`src/rtl/mem_access_stage.sv`:
```
// mem_access_stage: MEM stage of the 5-stage MIPS pipeline.
// Registers EX results, runs word loads/stores over a dm_req/dm_ack
// handshake, back-pressures EX while an access is outstanding and hands a
// one-cycle result (wb_valid) to WB. A watchdog aborts unanswered accesses.
//
// Optional feature: define MEM_MISALIGN_TRAP_EN to trap loads/stores whose
// byte address is not word aligned (no dm_req, bus_err + wb_valid instead).
// Without it the low two address bits are ignored.
module mem_access_stage #(
  parameter int TIMEOUT = 255,
  parameter int CNT_W   = 16
) (
  input  logic        clk,
  input  logic        rst_n,
  input  logic        ex_valid,
  output logic        ex_ready,
  input  logic [31:0] alu_out,
  input  logic [31:0] write_data,
  input  logic [4:0]  write_reg_addr,
  input  logic        mem_read,
  input  logic        mem_write,
  input  logic        reg_write,
  output logic        dm_req,
  output logic        dm_we,
  output logic [31:0] dm_addr,
  output logic [31:0] dm_wdata,
  input  logic        dm_ack,
  input  logic [31:0] dm_rdata,
  output logic        wb_valid,
  output logic        wb_reg_write,
  output logic [4:0]  wb_reg_addr,
  output logic [31:0] wb_data,
  output logic        bus_err
);

  localparam logic [0:0] IDLE = 1'b0;
  localparam logic [0:0] WAIT = 1'b1;

  // Last watchdog value before the abort fires: the access is aborted on
  // the TIMEOUT-th WAIT edge without an ack.
  localparam logic [CNT_W-1:0] WDOG_LAST = CNT_W'(TIMEOUT - 1);

  logic [0:0]       state;
  logic [CNT_W-1:0] wdog;

  // Context of the outstanding access, replayed to WB on completion.
  logic             pend_reg_write;
  logic [4:0]       pend_reg_addr;
  logic [31:0]      pend_alu;

  logic accept;
  logic is_mem;
  logic misalign;
  logic trap;

  assign ex_ready = (state == IDLE);
  assign accept   = ex_valid & ex_ready;
  assign is_mem   = mem_read | mem_write;
  assign misalign = (alu_out[1:0] != 2'b00);

`ifdef MEM_MISALIGN_TRAP_EN
  assign trap = is_mem & misalign;
`else
  // Low address bits are dropped; the access goes to the enclosing word.
  assign trap = is_mem & misalign & 1'b0;
`endif

  // Stage FSM, memory handshake, watchdog and WB result registers.
  always_ff @(posedge clk) begin
    if (!rst_n) begin
      state          <= IDLE;
      wdog           <= '0;
      dm_req         <= 1'b0;
      dm_we          <= 1'b0;
      dm_addr        <= '0;
      dm_wdata       <= '0;
      wb_valid       <= 1'b0;
      wb_reg_write   <= 1'b0;
      wb_reg_addr    <= '0;
      wb_data        <= '0;
      bus_err        <= 1'b0;
      pend_reg_write <= 1'b0;
      pend_reg_addr  <= '0;
      pend_alu       <= '0;
    end else begin
      // Result and error are single-cycle pulses.
      wb_valid <= 1'b0;
      bus_err  <= 1'b0;
      case (state)
        IDLE: begin
          // dm_ack here is late or spurious and is deliberately ignored.
          if (accept) begin
            if (trap) begin
              wb_valid     <= 1'b1;
              bus_err      <= 1'b1;
              wb_reg_write <= 1'b0;
              wb_reg_addr  <= write_reg_addr;
              wb_data      <= alu_out;
            end else if (is_mem) begin
              // mem_read & mem_write together resolve to a store.
              dm_req         <= 1'b1;
              dm_we          <= mem_write;
              dm_addr        <= {alu_out[31:2], 2'b00};
              dm_wdata       <= write_data;
              pend_reg_write <= reg_write & ~mem_write;
              pend_reg_addr  <= write_reg_addr;
              pend_alu       <= alu_out;
              wdog           <= '0;
              state          <= WAIT;
            end else begin
              wb_valid     <= 1'b1;
              wb_reg_write <= reg_write;
              wb_reg_addr  <= write_reg_addr;
              wb_data      <= alu_out;
            end
          end
        end
        WAIT: begin
          // Ack is tested first so an ack on the timeout edge completes.
          if (dm_ack) begin
            dm_req       <= 1'b0;
            state        <= IDLE;
            wdog         <= '0;
            wb_valid     <= 1'b1;
            wb_reg_write <= pend_reg_write;
            wb_reg_addr  <= pend_reg_addr;
            wb_data      <= dm_we ? pend_alu : dm_rdata;
          end else if (wdog == WDOG_LAST) begin
            dm_req       <= 1'b0;
            state        <= IDLE;
            wdog         <= '0;
            wb_valid     <= 1'b1;
            bus_err      <= 1'b1;
            wb_reg_write <= 1'b0;
            wb_reg_addr  <= pend_reg_addr;
            wb_data      <= pend_alu;
          end else begin
            wdog <= wdog + 1'b1;
          end
        end
        default: state <= IDLE;
      endcase
    end
  end

endmodule

```
`config.mk`:
```
export PLATFORM = sky130hd
export DESIGN_NAME = mem_access_stage
export DESIGN_NICKNAME = d
export VERILOG_FILES = /design/src/rtl/mem_access_stage.sv
export SDC_FILE = /design/constraint.sdc
export NUM_CORES = 1
export LEC_CHECK = 0
export ABC_AREA = 1
export CORE_MARGIN = 4
export CORE_UTILIZATION = 49
export CTS_CLUSTER_SIZE = 28
export DETAILED_ROUTE_END_ITERATION = 7
export PLACE_DENSITY_LB_ADDON = 0.15
export SETUP_SLACK_MARGIN = 0.02
export SYNTH_ARGS = -nofsm -noshare
export SYNTH_HDL_FRONTEND = slang
export SYNTH_SLANG_ARGS = --single-unit
```
`constraint.sdc`:
```
create_clock -name clk -period 4.41 [get_ports clk]
set_input_delay 0.6615 -clock clk [delete_from_list [all_inputs] [get_ports clk]]
set_output_delay 0.6615 -clock clk [all_outputs]
set_load 0.05 [all_outputs]
```
# Yosys cells after proc, flatten, opt, wreduce, memory -nomap -nowiden
# Index checks and enable logic that the tools add are counted.
# totals
reg_bits	159
inputBits	108
# op_classes
add_sub_neg	1
eq_ne	5
mux	37
bitwise	5
n_reduce_logical	4
# op_table
op	count
2-to-1 mux 32 bit	5
2-to-1 mux 16 bit	4
case mux 32 bit (2 select lines)	1
case mux 16 bit (2 select lines)	1
2-to-1 mux 5 bit	4
adder 16 x 1 -> 16 bit, second input constant	1
equality test 16 x 8 -> 1 bit, second input constant	1
2-to-1 mux 1 bit	16
case mux 1 bit (2 select lines)	5
case mux 5 bit (2 select lines)	1
AND reduction 3 bit	3
!= test 2 x 1 -> 1 bit, second input constant	2
!= test 3 x 2 -> 1 bit, second input constant	1
bitwise AND 1 bit	2
!= test 2 bit, second input constant	1
NOT 1 bit	2
AND reduction 2 bit	1
bitwise OR 1 bit	1

# Logic depth before layout (Yosys ltp)
# Gate-level depths: netlist of the first run.
# logic_depth
word_depth	4
ltp_mapped	12
mapped_depth_nobuf	10

# Worst setup path before layout of the first run
# Ideal clock, no wire load.
# synth_timing
path_kind	reg2out
from	reg state
to	out ex_ready
arrival_ns	1.155
t_required_ns	3.749
path_slack_ns	2.593
stages_incl_launch_ff	4
n_path_buf	2
path_cell_list	dfxtp_1 > inv_2 > buf_2 > buf_1
# synth_via
elab_chain_len	1
# synth_lines
element	line	rtl
from (decl)	43	logic [0:0] state;
from (signal assigned)	71	state <= IDLE;
from (signal assigned)	109	state <= WAIT;
from (signal assigned)	122	state <= IDLE;
NOT 1 bit (no source line)	-	
to (decl)	16	output logic ex_ready,
# No other way between the ends.

# Worst setup path in the final report of the first run
# Ends and elaborated chain as after synthesis.

==> results of run 1 <==
==> metal layers <==
layer | global-route usage, % | vias to the layer above | share of wire [%]
li1 | - | 3158 | -
met1 | 28.2 | 2763 | 42
met2 | 39.2 | 195 | 47
met3 | 8.20 | 25 | 8.7
met4 | 8.52 | 0 | 2.0
met5 | 0 | - | 0
==> state kept, by name (all words and copies together) (netlist names), 5 cells and up <==
| name | count |
|---|---|
| dm_wdata | 32 |
| wb_data | 32 |
| wdog | 16 |
| wb_reg_addr | 5 |
| pend_alu | 32 |
| pend_reg_addr | 5 |
==> cell families (layout without fill, tap and decap cells) <==
logic type / after synthesis / count (layout) / synth area share (%)
buf+inv: 180 / 343 / 13.9
mux: 5 / 5 / 0.813
other cells: 1 / 2 / 0.0609
xor+xnor: 3 / 3 / 0.427
fa+ha+maj: 2 / 2 / 0.406
flops: 129 / 129 / 41.9
simple gates: 499 / 499 / 32.0
compound gates: 111 / 111 / 10.4
==> per-stage QoR <==
| stage | total power [mW] | hold slack (ps) | util (%) | std cells | instance area [sq um] |
|---|---|---|---|---|---|
| 2_1_floorplan | 1.95 | 440 | - | 931 | 6160 |
| 3_3_place_gp | 2.24 | 451 | 66.1 | 1230 | 8040 |
| 3_5_place_dp | 2.25 | 459 | 66.1 | 1230 | 8040 |
| 4_1_cts | 3.52 | 468 | 70.4 | 1262 | 8570 |
| 5_1_grt | 3.66 | 495 | 70.4 | 1262 | 8570 |
| 6_report | 3.49 | 465 | 70.4 | 1262 | 8570 |
==> worst max-delay path: stages, from the launching register on <==
cell             delay (ps)
dfxtp_1                 310
inv_2                   590
clkdlybuf4s50_1         940
==> cell type report <==
class	count	area share, %
clock buffer	20	5.10
clock inverter	12	1.10
inverter	94	4.12
multi-input combinational	622	31.9
sequential	129	30.1
tap	168	2.45
timing repair buffer	217	25.1
==> cells in the mapped netlist (all sizes together), types with 2 or more instances <==
cell	count
inv	93
o21ai	66
a21oi	10
mux2i	5
ha	2
xor2	3
clkbuf	21
nand2	193
nand3	54
nor3	9
nor2	241
buf	65
a211oi	33
dfxtp	129
==> power groups by stage <==
stage	Sequential, mW	Combinational (mW)	Clock (mW)
global placement	1.33	0.916	0
finish	1.31	0.922	1.27
detailed placement	1.33	0.922	0
global route	1.32	0.994	1.35
floorplan	1.54	0.415	0
CTS	1.31	0.927	1.29
==> final timing paths <==
kind                    startpoint               end  cells after the start  slack, ps
hold reg to reg   pend_reg_addr[3]  pend_reg_addr[3]                      2        460
setup / recovery             state          ex_ready                      2       1490
setup reg to reg             state       wb_data[12]                      7       1730
hold / removal    pend_reg_addr[3]  pend_reg_addr[3]                      2        460
==> results by group, run 1 <==
Status
  – Outcome: complete, no violations

STA
  – Final Max Slew Viols: 0
  – Hold Violations, Final: 0
  – Setup Skew: 8.53 ps
  – Relative slew slack: 20.4%
  – Period minus WS final: 2920 ps
  – Setup_tns: 0 ps
  – Fin crit share: 66.2%
  – FMAX: 342 MHz
  – Final worst setup slack: 1490 ps
  – RSZ-0062 raised after global routing: no
  – Pin slew with the least headroom to its limit: 1190 ps
  – Setup violators final: 0

Flow run
  – Max cap viols: 0

Final layout
  – Most frequent cells in the layout: nor2_1 (240), clkdlybuf4s50_1 (211), nand2_1 (188)
  – Commonest non-fill, non-tap cell in the layout: nor2_1
  – Nets: 1191
  – Share of cells above drive strength 1: 4.30%
  – # diodes: 0
  – Synth-to-layout area growth: 39.1%
  – Register area: 2580 sq um
  – Area of the multi-input gates: 2740 sq um
  – Filler Cell Count: 1080

Worst setup path
  – CP Launch Type: flip-flop
  – Worst EP required: 3750 ps
  – CP Class: reg -> out
  – Largest fanout on the critical path: 39
  – Critical Path AT: 2260 ps
  – Crit end category: primary output

Detailed routing
  – Vias per cell: 4.87
  – Via count: 6141
  – Post-route ant nets: 0
  – Per-cell routed wire length: 13.6 microns
  – Drt drc: 0
  – WL final: 17.1 mm
  – Initial DRC count: 457
  – DR pass1 iterations: 5

Yosys
  – Sequential share of the synthesized area: 41.9%
  – Synth warn: 0
  – Library cells used by synthesis: 26
  – Synth async-reset ratio: 0%
  – Synth top area share: 41.9%
  – Avg Cell Area, Syn: 6.62 sq um
  – Synth area leader: dfxtp_1
  – Prevailing post-synth register cell: dfxtp_1
  – EDFF count, synth: 0
  – Gate count after technology mapping: 930
  – Top cells by area, synth: dfxtp_1 (42%), nor2_1 (15%), nand2_1 (12%), inv_1 (5.4%), o21ai_0 (5.4%)
  – Post-Syn Area: 6160 sq um
  – Yosys reg bits: 129

Clock network
  – CTS resizes: 0
  – Root Driver: clkbuf_16
  – Clock sinks: 129
  – CTS Buf Count: 17
  – Hold Buf Count CTS: 0
  – Worst skew pair latency: 410 ps
  – CTS tree: built
  – H-tree levels: 4
  – Postcts setup bufs: 0
  – Clock slew at reported path FFs: 50 ps
  – Clock buffer depth: 2

Worst hold path
  – Min-Delay Path Class: reg -> reg

GRT
  – First-pass GRT wire length: 27.8 mm
  – Pin count of the biggest net entering global routing: 107
  – Antenna violations before repair: 0
  – GRT Total Usage: 23.6%
  – Grt ovf: 0
  – Vias in the first global route: 5808

Place
  – PortBufs: 212
  – Detailed Place HPWL: 11.4 mm
  – Pre-CTS WS: 1490 ps
  – Final Wtd Congestion: 0.821

Power
  – Clk pwr share: 36.3%
  – Sw Ratio: 32.6%
  – Sequential power share: 37.4%
  – Switch Pwr: 1.14 mW
  – Combinational power share: 26.4%
  – Total leakage power: 3.66 nW
  – Worst vdd ir: 276 uV
  – Cell internal pwr: 2.35 mW
  – PwrDens: 408 nW/um^2

Floorplan
  – IO Count: 215
  – Die area: 14400 sq um
  – DIE HEIGHT: 120 microns
  – Initial Utilization: 50.6%
  – Die width: 120 microns
  – Rows: 40
  – Core Area: 12200 sq um
Note: power is estimated with default switching activity, not from simulation.
==> run 2, diff against run 1 <==
--- a/config.mk
+++ b/config.mk
@@ -7,7 +7,7 @@
 export LEC_CHECK = 0
 export ABC_AREA = 1
 export CORE_MARGIN = 4
-export CORE_UTILIZATION = 49
+export CORE_UTILIZATION = 41
 export CTS_CLUSTER_SIZE = 28
 export DETAILED_ROUTE_END_ITERATION = 7
 export PLACE_DENSITY_LB_ADDON = 0.15
==> constraint.sdc (replaced) <==
create_clock -name clk -period 2.4 [get_ports clk]
set_input_delay 0.36 -clock clk [delete_from_list [all_inputs] [get_ports clk]]
set_output_delay 0.36 -clock clk [all_outputs]
set_load 0.05 [all_outputs]
==> results by group, run 2 (same netlist as run 1, synthesis figures left out) <==
GRT
  – Vias in the first global route: 5619 (was 5808)
  – Global route hottest layer: met2 (unchanged)
  – Global Route met3 Usage: 7.28% (was 8.20%)
  – GRT Total Usage: 20.2% (was 23.6%)
  – Met1 GRT Util: 25.9% (was 28.2%)
  – Antenna violations before repair: 0 (unchanged)
  – Met2 Usage GRT: 32.3% (was 39.2%)
  – Pin count of the biggest net entering global routing: 87 (was 107)
  – Grt ovf: 0 (unchanged)
  – First-pass GRT wire length: 27.6 mm (was 27.8 mm)

Detailed routing
  – Drt drc: 0 (unchanged)
  – Vias per cell: 4.70 (was 4.87)
  – WL final: 17.4 mm (was 17.1 mm)
  – Per-cell routed wire length: 13.5 microns (was 13.6 microns)
  – Via count: 6047 (was 6141)
  – Initial DRC count: 319 (was 457)
  – DR pass1 iterations: 5 (unchanged)
  – Post-route ant nets: 0 (unchanged)

Worst setup path
  – CP Class: reg -> out (unchanged)
  – Worst EP required: 2040 ps (was 3750 ps)
  – Largest fanout on the critical path: 2 (was 39)
  – Critical Path AT: 1600 ps (was 2260 ps)
  – CP cell instances: clkdlybuf4s50_1 (was inv_2 > clkdlybuf4s50_1)
  – Crit end category: primary output (unchanged)
  – CP Launch Type: flip-flop (unchanged)
  – Largest delay share family, worst path: buffers and inverters (unchanged)
  – Critical Path Stages: 1 (was 2)
  – Max stage delay on crit path: 820 ps (was 940 ps)
  – Worst R2R Path Depth: 10 (was 7)
  – Buf/Inv on CP: 1 (was 2)
  – Critical path's slowest cell: clkdlybuf4s50_1 (unchanged)

Clock network
  – H-tree levels: 4 (unchanged)
  – CTS tree: built (unchanged)
  – Clock slew at reported path FFs: 60 ps (was 50 ps)
  – Hold Buf Count CTS: 0 (unchanged)
  – Clock buffer depth: 2 (unchanged)
  – Root Driver: clkbuf_16 (unchanged)
  – Postcts setup bufs: 0 (unchanged)
  – Clock sinks: 129 (unchanged)
  – CTS resizes: 0 (unchanged)
  – CTS Buf Count: 17 (unchanged)
  – Worst skew pair latency: 420 ps (was 410 ps)

Power
  – Total leakage power: 3.75 nW (was 3.66 nW)
  – PwrDens: 768 nW/um^2 (was 408 nW/um^2)
  – Worst vdd ir: 612 uV (was 276 uV)
  – Pwr Total: 6.74 mW (was 3.49 mW)

STA
  – Final worst setup slack: 442 ps (was 1490 ps)
  – Fin crit share: 81.6%
  – Final Max Slew Viols: 0 (unchanged)
  – Relative slew slack: 61.9% (was 20.4%)
  – Setup_tns: 0 ps (unchanged)
  – Setup violators final: 0 (unchanged)
  – Hold Violations, Final: 0 (unchanged)
  – Setup Skew: 8.62 ps (was 8.53 ps)
  – FMAX: 511 MHz
  – Period minus WS final: 1960 ps
  – RSZ-0062 raised after global routing: no (unchanged)
  – Pin slew with the least headroom to its limit: 570 ps (was 1190 ps)
  – Final Hold Slack: 258 ps (was 465 ps)

Place
  – Final Wtd Congestion: 0.818 (was 0.821)
  – Pre-CTS WS: 448 ps (was 1490 ps)
  – PortBufs: 212 (unchanged)
  – Detailed Place HPWL: 11.6 mm (was 11.4 mm)

Status
  – Outcome: complete, no violations (unchanged)

Floorplan
  – Core Area: 14600 sq um (was 12200 sq um)
  – Rows: 44 (was 40)
  – Initial Utilization: 42.0% (was 50.6%)
  – IO Count: 215 (unchanged)
  – Die width: 131 microns (was 120 microns)
  – Die area: 17000 sq um (was 14400 sq um)
  – DIE HEIGHT: 131 microns (was 120 microns)

Final layout
  – # diodes: 0 (unchanged)
  – Most frequent cells in the layout: nor2_1 (240), clkdlybuf4s50_1 (210), nand2_1 (188) (was nor2_1 (240), clkdlybuf4s50_1 (211), nand2_1 (188))
  – Synth-to-layout area growth: 42.6% (was 39.1%)
  – Commonest non-fill, non-tap cell in the layout: nor2_1 (unchanged)
  – Top Registers: dm_wdata (32), pend_alu (32), wb_data (32) (unchanged)
  – Nets: 1199 (was 1191)
  – Share of cells above drive strength 1: 5.35% (was 4.30%)

Worst hold path
  – Min-Delay Path Class: in -> reg (was reg -> reg)
  – Hold path depth: 3 (was 2)

Flow run
  – Max cap viols: 0 (unchanged)
==> run 2: power by group <==
group	switching (mW)	internal [mW]
Sequential	0.0870	2.31
Combinational	1.09	0.626
Clock	0.937	1.69
==> run 2: routing by layer <==
layer	share of wire (%)	vias up	wire length, microns
met4	1.6	0	272
li1	-	3177	-
met1	44	2676	7700
met3	8.2	20	1420
met5	0	-	0
met2	46	174	8020
==> run 2: final cells by class <==
class / instances / area, sq um
fill: 1368 / 5870
multi-input combinational: 622 / 2740
sequential: 129 / 2580
timing repair buffer: 225 / 2260
clock buffer: 24 / 512
inverter: 94 / 353
tap: 184 / 230
clock inverter: 8 / 100
==> run 2: worst paths after layout <==
path	from	end	slack [ps]
worst max-delay path	dm_wdata[5]	dm_wdata[5]	440
worst min register to register	pend_alu[0]	pend_alu[0]	470
worst max register to register	wdog[0]	wb_data[1]	680
worst min-delay path	rst_n	dm_req	260
==> run 2: stage by stage <==
stage	utilization [%]	instances	instance area (sq um)
6_report	59.9	1286	8780
2_1_floorplan	-	931	6160
5_1_grt	59.9	1286	8780
4_1_cts	59.9	1286	8780
3_3_place_gp	55.8	1254	8170
3_5_place_dp	55.8	1254	8170
==> run 3, diff against run 2 <==
==> constraint.sdc (replaced) <==
create_clock -name clk -period 1.7 [get_ports clk]
set_input_delay 0.255 -clock clk [delete_from_list [all_inputs] [get_ports clk]]
set_output_delay 0.255 -clock clk [all_outputs]
set_load 0.05 [all_outputs]
==> results by group, run 3 (same netlist as run 1, synthesis figures left out) <==
Floorplan
  – IO Count: 215 (unchanged)
  – Rows: 44 (unchanged)
  – DIE HEIGHT: 131 microns (unchanged)
  – Initial Utilization: 42.0% (unchanged)
  – Core Area: 14600 sq um (unchanged)
  – Die area: 17000 sq um (unchanged)
  – Die width: 131 microns (unchanged)

Final layout
  – Synth-to-layout area growth: 41.9% (was 42.6%)
  – Top Registers: dm_wdata (32), pend_alu (32), wb_data (32) (unchanged)
  – Commonest non-fill, non-tap cell in the layout: nor2_1 (unchanged)
  – Area of the multi-input gates: 2740 sq um (about the same)
  – Cell area after layout: 8740 sq um (was 8780 sq um)
  – # diodes: 0 (unchanged)
  – Most frequent cells in the layout: nor2_1 (239), nand2_1 (188), buf_4 (131) (was nor2_1 (240), clkdlybuf4s50_1 (210), nand2_1 (188))
  – Nets: 1223 (was 1199)
  – Register area: 2580 sq um (unchanged)
  – Final design utilization: 59.7% (was 59.9%)
  – Final cell count without fillers: 1309 (was 1286)
  – Share of cells above drive strength 1: 16.5% (was 5.35%)
  – Filler Cell Count: 1421 (was 1368)

GRT
  – Grt ovf: 0 (unchanged)
  – Antenna violations before repair: 0 (unchanged)
  – Pin count of the biggest net entering global routing: 42 (was 87)
  – Vias in the first global route: 5485 (was 5619)
  – Met2 Usage GRT: 31.9% (was 32.3%)
  – Global route hottest layer: met2 (unchanged)
  – Global Route met3 Usage: 6.06% (was 7.28%)
  – First-pass GRT wire length: 27.1 mm (was 27.6 mm)
  – Met1 GRT Util: 25.5% (was 25.9%)
  – GRT Total Usage: 19.8% (was 20.2%)

Worst setup path
  – Reg2Reg Setup Slack: 170 ps (was 680 ps)
  – Worst R2R Path Depth: 9 (was 10)
  – CP endpoint: ex_ready (was dm_wdata[5])
  – Reg2reg end: wb_data[13] (was wb_data[1])
  – Reg2Reg Launch Point: wdog[1] (was wdog[0])
  – CP cell instances: inv_2 > buf_12 > buf_4 (was clkdlybuf4s50_1)
  – CP Class: reg -> out (unchanged)
  – Crit path from: state (was dm_wdata[5])
  – Max stage delay on crit path: 320 ps (was 820 ps)
  – Critical Path AT: 1360 ps (was 1600 ps)
  – Worst EP required: 1440 ps (was 2040 ps)
  – Largest fanout on the critical path: 33 (was 2)
  – Critical Path Stages: 3 (was 1)
  – Critical path's slowest cell: dfxtp_1 (was clkdlybuf4s50_1)
  – CP Launch Type: flip-flop (unchanged)
  – Buf/Inv on CP: 3 (was 1)
  – Crit end category: primary output (unchanged)
  – Largest delay share family, worst path: buffers and inverters (unchanged)

Flow run
  – Max cap viols: 0 (unchanged)

STA
  – FMAX: 618 MHz
  – Hold Violations, Final: 0 (unchanged)
  – Setup Skew: 6.49 ps (was 8.62 ps)
  – Final Max Slew Viols: 0 (unchanged)
  – Period minus WS final: 1620 ps
  – Fin crit share: 95.2%
  – Setup violators final: 0 (unchanged)
  – Final worst setup slack: 81.8 ps (was 442 ps)
  – RSZ-0062 raised after global routing: no (unchanged)
  – Setup_tns: 0 ps (unchanged)

Place
  – Detailed Place HPWL: 12.3 mm (was 11.6 mm)
  – PortBufs: 212 (unchanged)
  – Pre-CTS WS: -50.2 ps (was 448 ps)
  – Dpl cells: 1278 (was 1254)
  – Final Wtd Congestion: 0.836 (was 0.818)
  – Placed instance area: 8150 sq um (was 8170 sq um)

Clock network
  – Postcts setup bufs: 0 (unchanged)
  – H-tree levels: 4 (unchanged)
  – Clock buffer depth: 2 (unchanged)
  – Root Driver: clkbuf_16 (unchanged)
  – Worst skew pair latency: 410 ps (was 420 ps)
  – CTS Buf Count: 17 (unchanged)
  – Clock sinks: 129 (unchanged)
  – Clock slew at reported path FFs: 50 ps (was 60 ps)
  – CTS tree: built (unchanged)

Power
  – PwrDens: 1070 nW/um^2 (was 768 nW/um^2)
  – Worst vdd ir: 713 uV (was 612 uV)
  – Total leakage power: 4.05 nW (was 3.75 nW)

Detailed routing
  – Post-route ant nets: 0 (unchanged)
  – Initial DRC count: 350 (was 319)
  – Drt drc: 0 (unchanged)
  – DR pass1 iterations: 5 (unchanged)
  – WL final: 17.3 mm (was 17.4 mm)
  – Vias per cell: 4.66 (was 4.70)
  – Per-cell routed wire length: 13.2 microns (was 13.5 microns)
  – Via count: 6104 (was 6047)

Status
  – Outcome: complete, no violations (unchanged)

Worst hold path
  – Min-Delay Path Class: in -> reg (unchanged)
==> run 3: repair_timing <==
action | CTS | global route
resized for setup | 2 | 3
hold buffers | 0 | 0
setup endpoints to repair | 1 | 25
==> run 3: layout make-up <==
type | count | area share [%]
timing repair buffer | 249 | 25.9
tap | 184 | 2.63
clock inverter | 10 | 1.27
clock buffer | 21 | 5.27
inverter | 94 | 4.04
sequential | 129 | 29.6
multi-input combinational | 622 | 31.3
==> run 3: per-stage QoR <==
stage / hold WS [ps] / total power, mW
floorplan: 333 / 5.07
global placement: 452 / 5.88
detailed placement: 451 / 5.90
CTS: 131 / 9.44
global route: 151 / 9.79
finish: 146 / 9.35
==> run 3: worst min-delay path by stage <==
stage | from | end | slack, ps | cells after the start
after floorplan | dm_ack | bus_err | 330 | 1
after global placement | wb_reg_addr[1] | wb_reg_addr[1] | 450 | 2
after detailed placement | dm_req | dm_req | 450 | 2
after CTS | rst_n | dm_req | 130 | 3
after global routing | rst_n | dm_req | 150 | 3
final | rst_n | dm_req | 150 | 3
==> run 3: worst min-delay path: stages <==
cell and delay, ps:
buf_2 130, clkinv_1 70, a21oi_1 40
==> run 3: power by group <==
group	internal, mW	switching, mW	total [mW]
logic	0.886	1.55	2.44
clock network	2.22	1.31	3.53
registers	3.27	0.126	3.39
total	6.37	2.99	9.35
==> run 3: routing by layer <==
| layer | routed length [microns] | vias to the layer above |
|---|---|---|
| met3 | 1460 | 21 |
| met1 | 7670 | 2675 |
| met4 | 283 | 0 |
| li1 | - | 3226 |
| met2 | 7910 | 182 |
| met5 | 0 | - |
